==> src/rtl/struct_rec_assembler_if.sv <==
// Record type shared by the assembler and its consumer, plus the stream/record
// handshake bundle that connects the assembler to its neighbours.

package rec_pkg;

  // Two-byte payload tail of a record.
  typedef struct packed {
    byte a;
    byte b;
  } p_t;

  // 33-bit assembled record: a=[32], b=[31:24], t=[23:16], ps.a=[15:8], ps.b=[7:0].
  typedef struct packed {
    bit          a;
    logic [7:0]  b;
    logic [7:0]  t;
    p_t          ps;
  } rec_t;

endpackage

// Byte stream in, record stream out, plus error pulse and delivery counter.
interface struct_rec_assembler_if #(
  parameter int unsigned CNT_W = 16
);

  logic [7:0]         in_data;
  logic               in_valid;
  logic               in_ready;
  rec_pkg::rec_t      out_rec;
  logic               out_valid;
  logic               out_ready;
  logic               err;
  logic [CNT_W-1:0]   rec_count;

  // Upstream producer / downstream consumer side.
  modport master (
    output in_data,
    output in_valid,
    input  in_ready,
    input  out_rec,
    input  out_valid,
    output out_ready,
    input  err,
    input  rec_count
  );

  // Assembler side.
  modport slave (
    input  in_data,
    input  in_valid,
    output in_ready,
    output out_rec,
    output out_valid,
    input  out_ready,
    output err,
    output rec_count
  );

endinterface

==> src/rtl/struct_rec_assembler.sv <==
// Byte-stream deserializer: gathers five bytes per record into a packed rec_t,
// drops records with a bad tag or an inter-byte timeout, and offers complete
// records on a valid/ready output.

module struct_rec_assembler #(
  parameter logic [6:0]  TAG     = 7'h2A,
  parameter int unsigned TIMEOUT = 16,
  parameter int unsigned CNT_W   = 16
) (
  input  logic                    clk,
  input  logic                    rst,
  struct_rec_assembler_if.slave   bus
);

  localparam logic [0:0]  S_COLLECT = 1'b0;
  localparam logic [0:0]  S_HOLD    = 1'b1;

  localparam int unsigned IDX_W  = 3;
  localparam int unsigned IDLE_W = (TIMEOUT > 0) ? $clog2(TIMEOUT + 1) : 1;
  // Idle value at which one more empty cycle makes the gap reach TIMEOUT.
  localparam logic [IDLE_W-1:0] IDLE_LAST = (TIMEOUT > 0) ? IDLE_W'(TIMEOUT - 1) : '0;

  logic [0:0]          r_state;
  logic [IDX_W-1:0]    r_idx;
  logic [IDLE_W-1:0]   r_idle;
  logic                r_tag_ok;
  rec_pkg::rec_t       r_shadow;
  rec_pkg::rec_t       r_out_rec;
  logic                r_out_valid;
  logic                r_err;
  logic [CNT_W-1:0]    r_count;

  logic [0:0]          w_state_nxt;
  logic [IDX_W-1:0]    w_idx_nxt;
  logic [IDLE_W-1:0]   w_idle_nxt;
  logic                w_tag_ok_nxt;
  rec_pkg::rec_t       w_shadow_nxt;
  rec_pkg::rec_t       w_out_rec_nxt;
  logic                w_out_valid_nxt;
  logic                w_err_nxt;
  logic [CNT_W-1:0]    w_count_nxt;

  logic                w_accept;
  logic                w_out_hs;

  assign w_accept = bus.in_valid && (r_state == S_COLLECT);
  assign w_out_hs = r_out_valid && bus.out_ready;

  // Next-state and next-output decode for collection, timeout and hand-off.
  always_comb begin
    w_state_nxt     = r_state;
    w_idx_nxt       = r_idx;
    w_idle_nxt      = r_idle;
    w_tag_ok_nxt    = r_tag_ok;
    w_shadow_nxt    = r_shadow;
    w_out_rec_nxt   = r_out_rec;
    w_out_valid_nxt = r_out_valid;
    w_err_nxt       = 1'b0;
    w_count_nxt     = r_count;

    case (r_state)
      S_COLLECT: begin
        if (w_accept) begin
          // An accepted byte always wins over a coinciding timeout.
          w_idle_nxt = '0;
          w_idx_nxt  = r_idx + IDX_W'(1);
          case (r_idx)
            3'd0: begin
              w_tag_ok_nxt   = (bus.in_data[7:1] == TAG);
              w_shadow_nxt.a = bus.in_data[0];
            end
            3'd1: w_shadow_nxt.b    = bus.in_data;
            3'd2: w_shadow_nxt.t    = bus.in_data;
            3'd3: w_shadow_nxt.ps.a = bus.in_data;
            default: begin
              // Fifth byte closes the frame whether or not the tag matched.
              w_idx_nxt          = '0;
              w_shadow_nxt.ps.b  = bus.in_data;
              if (r_tag_ok) begin
                w_out_rec_nxt   = w_shadow_nxt;
                w_out_valid_nxt = 1'b1;
                w_state_nxt     = S_HOLD;
              end else begin
                w_err_nxt = 1'b1;
              end
            end
          endcase
        end else if ((TIMEOUT > 0) && (r_idx != '0)) begin
          // Gap inside a record: abandon the partial record once it hits TIMEOUT.
          if (r_idle == IDLE_LAST) begin
            w_err_nxt  = 1'b1;
            w_idx_nxt  = '0;
            w_idle_nxt = '0;
          end else begin
            w_idle_nxt = r_idle + IDLE_W'(1);
          end
        end
      end
      default: begin
        // HOLD: record parked on the output until the consumer takes it.
        if (w_out_hs) begin
          w_out_valid_nxt = 1'b0;
          w_count_nxt     = r_count + CNT_W'(1);
          w_state_nxt     = S_COLLECT;
        end
      end
    endcase
  end

  // State and output registers.
  always_ff @(posedge clk or posedge rst) begin
    if (rst) begin
      r_state     <= S_COLLECT;
      r_idx       <= '0;
      r_idle      <= '0;
      r_tag_ok    <= 1'b0;
      r_shadow    <= '0;
      r_out_rec   <= '0;
      r_out_valid <= 1'b0;
      r_err       <= 1'b0;
      r_count     <= '0;
    end else begin
      r_state     <= w_state_nxt;
      r_idx       <= w_idx_nxt;
      r_idle      <= w_idle_nxt;
      r_tag_ok    <= w_tag_ok_nxt;
      r_shadow    <= w_shadow_nxt;
      r_out_rec   <= w_out_rec_nxt;
      r_out_valid <= w_out_valid_nxt;
      r_err       <= w_err_nxt;
      r_count     <= w_count_nxt;
    end
  end

  // in_ready is a pure decode of the state register, independent of out_ready.
  assign bus.in_ready  = (r_state == S_COLLECT);
  assign bus.out_rec   = r_out_rec;
  assign bus.out_valid = r_out_valid;
  assign bus.err       = r_err;
  assign bus.rec_count = r_count;

endmodule

==> src/flat_wrapper.sv <==
// flat-port wrapper written by rule: the top's interface ports become plain ports
module struct_rec_assembler_flat 
#(
  parameter logic [6:0]  TAG     = 7'h2A,
  parameter int unsigned TIMEOUT = 16,
  parameter int unsigned CNT_W   = 16
)
  (clk, rst, bus_in_data, bus_in_valid, bus_in_ready, bus_out_rec, bus_out_valid, bus_out_ready, bus_err, bus_rec_count);
  struct_rec_assembler_if #(.CNT_W(CNT_W)) bus_i ();
  input  logic clk;
  input  logic rst;
  input wire logic [$bits(bus_i.in_data)-1:0] bus_in_data;
  input wire logic [$bits(bus_i.in_valid)-1:0] bus_in_valid;
  output wire logic [$bits(bus_i.in_ready)-1:0] bus_in_ready;
  output wire logic [$bits(bus_i.out_rec)-1:0] bus_out_rec;
  output wire logic [$bits(bus_i.out_valid)-1:0] bus_out_valid;
  input wire logic [$bits(bus_i.out_ready)-1:0] bus_out_ready;
  output wire logic [$bits(bus_i.err)-1:0] bus_err;
  output wire logic [$bits(bus_i.rec_count)-1:0] bus_rec_count;
  assign bus_i.in_data = bus_in_data;
  assign bus_i.in_valid = bus_in_valid;
  assign bus_in_ready = bus_i.in_ready;
  assign bus_out_rec = bus_i.out_rec;
  assign bus_out_valid = bus_i.out_valid;
  assign bus_i.out_ready = bus_out_ready;
  assign bus_err = bus_i.err;
  assign bus_rec_count = bus_i.rec_count;
  struct_rec_assembler #(.TAG(TAG), .TIMEOUT(TIMEOUT), .CNT_W(CNT_W)) u_core (.clk(clk), .rst(rst), .bus(bus_i));
endmodule
==> config.mk <==
export PLATFORM = sky130hd
export DESIGN_NAME = struct_rec_assembler_flat
export DESIGN_NICKNAME = d
export VERILOG_FILES = /design/src/rtl/struct_rec_assembler_if.sv /design/src/rtl/struct_rec_assembler.sv /design/src/flat_wrapper.sv
export SDC_FILE = /design/constraint.sdc
export NUM_CORES = 1
export LEC_CHECK = 0
export ABC_AREA = 1
export ABC_CLOCK_PERIOD_IN_PS = 4800
export CAP_MARGIN = 20
export CORE_MARGIN = 3
export CORE_UTILIZATION = 50
export CTS_BUF_LIST = sky130_fd_sc_hd__clkbuf_4
export CTS_CLUSTER_SIZE = 20
export DETAILED_ROUTE_END_ITERATION = 12
export MAX_ROUTING_LAYER = met4
export PLACE_DENSITY_LB_ADDON = 0.25
export SYNTH_ARGS = -nofsm -noshare
export SYNTH_HDL_FRONTEND = slang
export SYNTH_SLANG_ARGS = --single-unit
export TNS_END_PERCENT = 5
==> constraint.sdc <==
create_clock -name clk -period 4.8 [get_ports clk]
set_clock_uncertainty 0.05 [all_clocks]
set_input_delay 0.48 -clock clk [delete_from_list [all_inputs] [get_ports clk]]
set_output_delay 0.48 -clock clk [all_outputs]
set_load 0.05 [all_outputs]
==> metrics.md <==
| Metric | Value |
|---|---|
| Overflow after GRT | 0 |
| Clock sink count | 86 |
| DRT iter0 DRCs | 119 |
| Crit. End Element | flip-flop |
| Synth cell count leaders | nand2_1 (113), dfrtp_1 (86), inv_1 (53), o21ai_0 (45), o21ai_1 (22) |
| Hold Crit Class | input pin to asynchronous set/reset pin |
| CTS clk-pin slew, worst paths | approximately 0.13 ns |
| Yosys top cell by area | dfrtp_1 |
| Crit-path slowest cell | nand4_2 |
| Fin nets | 490 |
| All-layer global routing usage | 0.192 |
| Global-route wire length before repair | 12700 µm |
| Post-synth EDFFs | 0 |
| DIE WIDTH | approximately 92 µm |
| Unrepaired setup endpoints after global routing | no |
| Final hold vios | 0 |
| #FFs+latches synth | 86 |
| Setup violators final | 0 |
| Pre-Repair DR Iteration Count | 4 |
| Syn avg cell area | 9.03 µm² |
| RR Endpoint | u_core.bus.out_rec[5] |
| CP max FO | 35 |
| Max-Cap Viols | 0 |
| Startpoint Class | flip-flop |
| Top cells by area, synth | dfrtp_1 (59%), nand2_1 (12%), o21ai_0 (6.2%) |
| Non-filler instance count after layout | 572 |
| CTS tree | built |
| Syn nets | around 420 |
| Most used DFF post-synth | dfrtp_1 |
| Number of diodes | 0 |
| Setup crit start | u_core.r_idx[0] |
| Antenna-violating nets left | 0 |
| Slew Viols, Final | 0 |
| Final Wtd Congestion | 0.799 |
| Least-Margin Pin Slew | 0.789 ns |
| Drt wl/cell | 12.8 µm |
| Post-CTS setup repair buffer count | 0 |
| Mapped Cells | a little over 400 |
| Fmax | 409 MHz |
| Ports | 64 |
| Die Y | 91.5 µm |
| Clk Latency, worst-skew pair | 0.41 ns |
| Routed wire length | 7320 µm |
| Worst Reg-to-Reg Cells | 7 |
| Setup slack, reg-to-reg | 2.36 ns |
| Peak VDD IR | 0.355 mV |
| Layout filler cell count | 577 |
| WS Path Type | flip-flop to flip-flop |
| Clk buf depth | 2 |
| Placed Cells | 556 |
| Row Count | 30 |
| Required @ worst endpoint | ~5 ns |
| Worst relative slew slack | 0.473 |
| CORE AREA | around 7000 µm² |
| Initial antenna violation count | 0 |
| Seq. cell area | 2150 µm² |
| Share of cells above drive strength 1 | 0.0609 |
| Post-synth top area share | 0.588 |
| Lkg Pwr | 2.13 nW |
| Post-DP HPWL | 5310 µm |
| Hold_buf cts | 0 |
| Drt drc | 0 |
| Largest net degree at the start of global routing | 52 |
| Area Growth Syn to Fin | 22.4% |
| Die area | 8380 µm² |
| Ys async rst share | 1.00 |
| RR Startpoint | u_core.r_idx[0] |
| Via density | between 4 and 5 |
| Root buf cell | clkbuf_4 |
| Most common cell in the synthesized netlist | nand2_1 |
| H-tree depth | 3 |
| Sequential fraction of the synthesis area | 0.588 |
| Worst path cell trace | inv_1 > ha_1 > o21ai_1 > nand4_2 > buf_4 > nand2_1 > o21ai_0 |
| CTS buffer count | 9 |
| Final cell utilization of the core | 0.645 |
| IO buf count | 63 |
| Post-Syn Area | 3660 µm² |
| Period utilization | 0.509 |
| Initial Util | 0.527 |
| Number of distinct library cells after synthesis | 27 |
| Warnings, synthesis | 0 |
| CP arrival | about 2.7 ns |
| Time the worst path needs with I/O delays and setup | 2.44 ns |
| Setup TNS | 0 ns |
| Power density over the cells | 599 nW/µm² |
| CP peak stage delay | between 0.6 and 0.7 ns |
| Status | finished clean |
| Via Count | 2815 |
| Post-CTS Resized | 0 |
| Multi-input logic area | 1240 µm² |
| Number of global-route vias before repair | 2727 |
-- worst max path at each step --
stage | endpoint | slack [ns] | cells past startpoint
final | u_core.bus.out_rec[5] | 2.36 | 7
after CTS | u_core.bus.out_rec[5] | 2.36 | 7
after detailed placement | u_core.bus.out_rec[5] | 2.10 | 7
after global placement | u_core.bus.out_rec[5] | 2.15 | 7
after floorplan | u_core.bus.err | 2.05 | 1
after global routing | u_core.bus.out_rec[5] | 2.02 | 7
-- per-layer routing --
layer	GRT usage	part of all wire	routed length, µm	vias to the layer above
met3	0.0323	0.041	298	11
met2	0.294	0.47	3460	56
li1	-	-	-	1416
met5	-	0	0	-
met1	0.258	0.47	3420	1332
met4	0.0754	0.018	133	0
-- cell type report --
cell class / instances / area share
Inverter: 56 / 0.0472
Clock buffer: 11 / 0.0184
Sequential cell: 86 / 0.481
Multi-Input combinational cell: 253 / 0.277
Clock inverter: 5 / 0.00587
Timing Repair Buffer: 65 / 0.144
Tap cell: 96 / 0.0268
-- worst max-delay path, delay by kind of cell, from the launching register on --
| kind | cells | cell delay [ns] |
|---|---|---|
| buf+inv | 2 | 0.60 |
| fa+ha+maj | 1 | 0.22 |
| flops | 1 | 0.39 |
| compound gates | 2 | 0.31 |
| simple gates | 2 | 0.75 |
-- cell families after synthesis --
group                    synth area share
AND/OR/NAND/NOR                     0.195
flip-flops                          0.588
adder cells (fa/ha/maj)            0.0239
buffers and inverters              0.0732
AO/OA/AOI/OAI                       0.101
XOR/XNOR                           0.0191
-- through the flow --
step	hold slack (ns)	instance area (µm²)	worst slack, ns	total power, mW
floorplan	0.403	3660	2.05	1.95
global placement	0.417	4370	2.15	2.32
detailed placement	0.423	4370	2.10	2.36
CTS	0.382	4480	2.36	2.70
global route	0.430	4480	2.02	2.85
finish	0.371	4480	2.36	2.68
-- layout by cell type (no fill, tap or decap), types with 3 or more instances in the layout --
cell type	netlist	final
o21ai_0	45	45
nand3_2	3	3
nand2_1	113	113
inv_1	53	52
xor2_1	4	4
xnor2_1	4	4
clkinv_2	0	3
inv_2	3	3
o21ai_1	22	22
nand3_1	15	15
nor2_1	21	21
nand4_1	6	6
dfrtp_1	86	86
clkbuf_4	0	11
clkdlybuf4s50_1	0	63
ha_1	7	7
-- state kept, by name, indices dropped and copies added (netlist names) --
signal and count:
u_core.r_idx 3, u_core.bus.err 1, u_core.r_idle 5, u_core.r_state 1, u_core.bus.out_valid 1, u_core.bus.out_rec 33, u_core.r_tag_ok 1, u_core.r_shadow 25
u_core.bus.rec_count 16
-- power breakdown --
part           switching, mW  total [mW]  internal (mW)
sequential             0.163        1.14          0.973
clock                  0.230       0.345          0.115
combinational          0.804        1.20          0.395
total                   1.20        2.68           1.48
(Power assumes the default switching activity.)
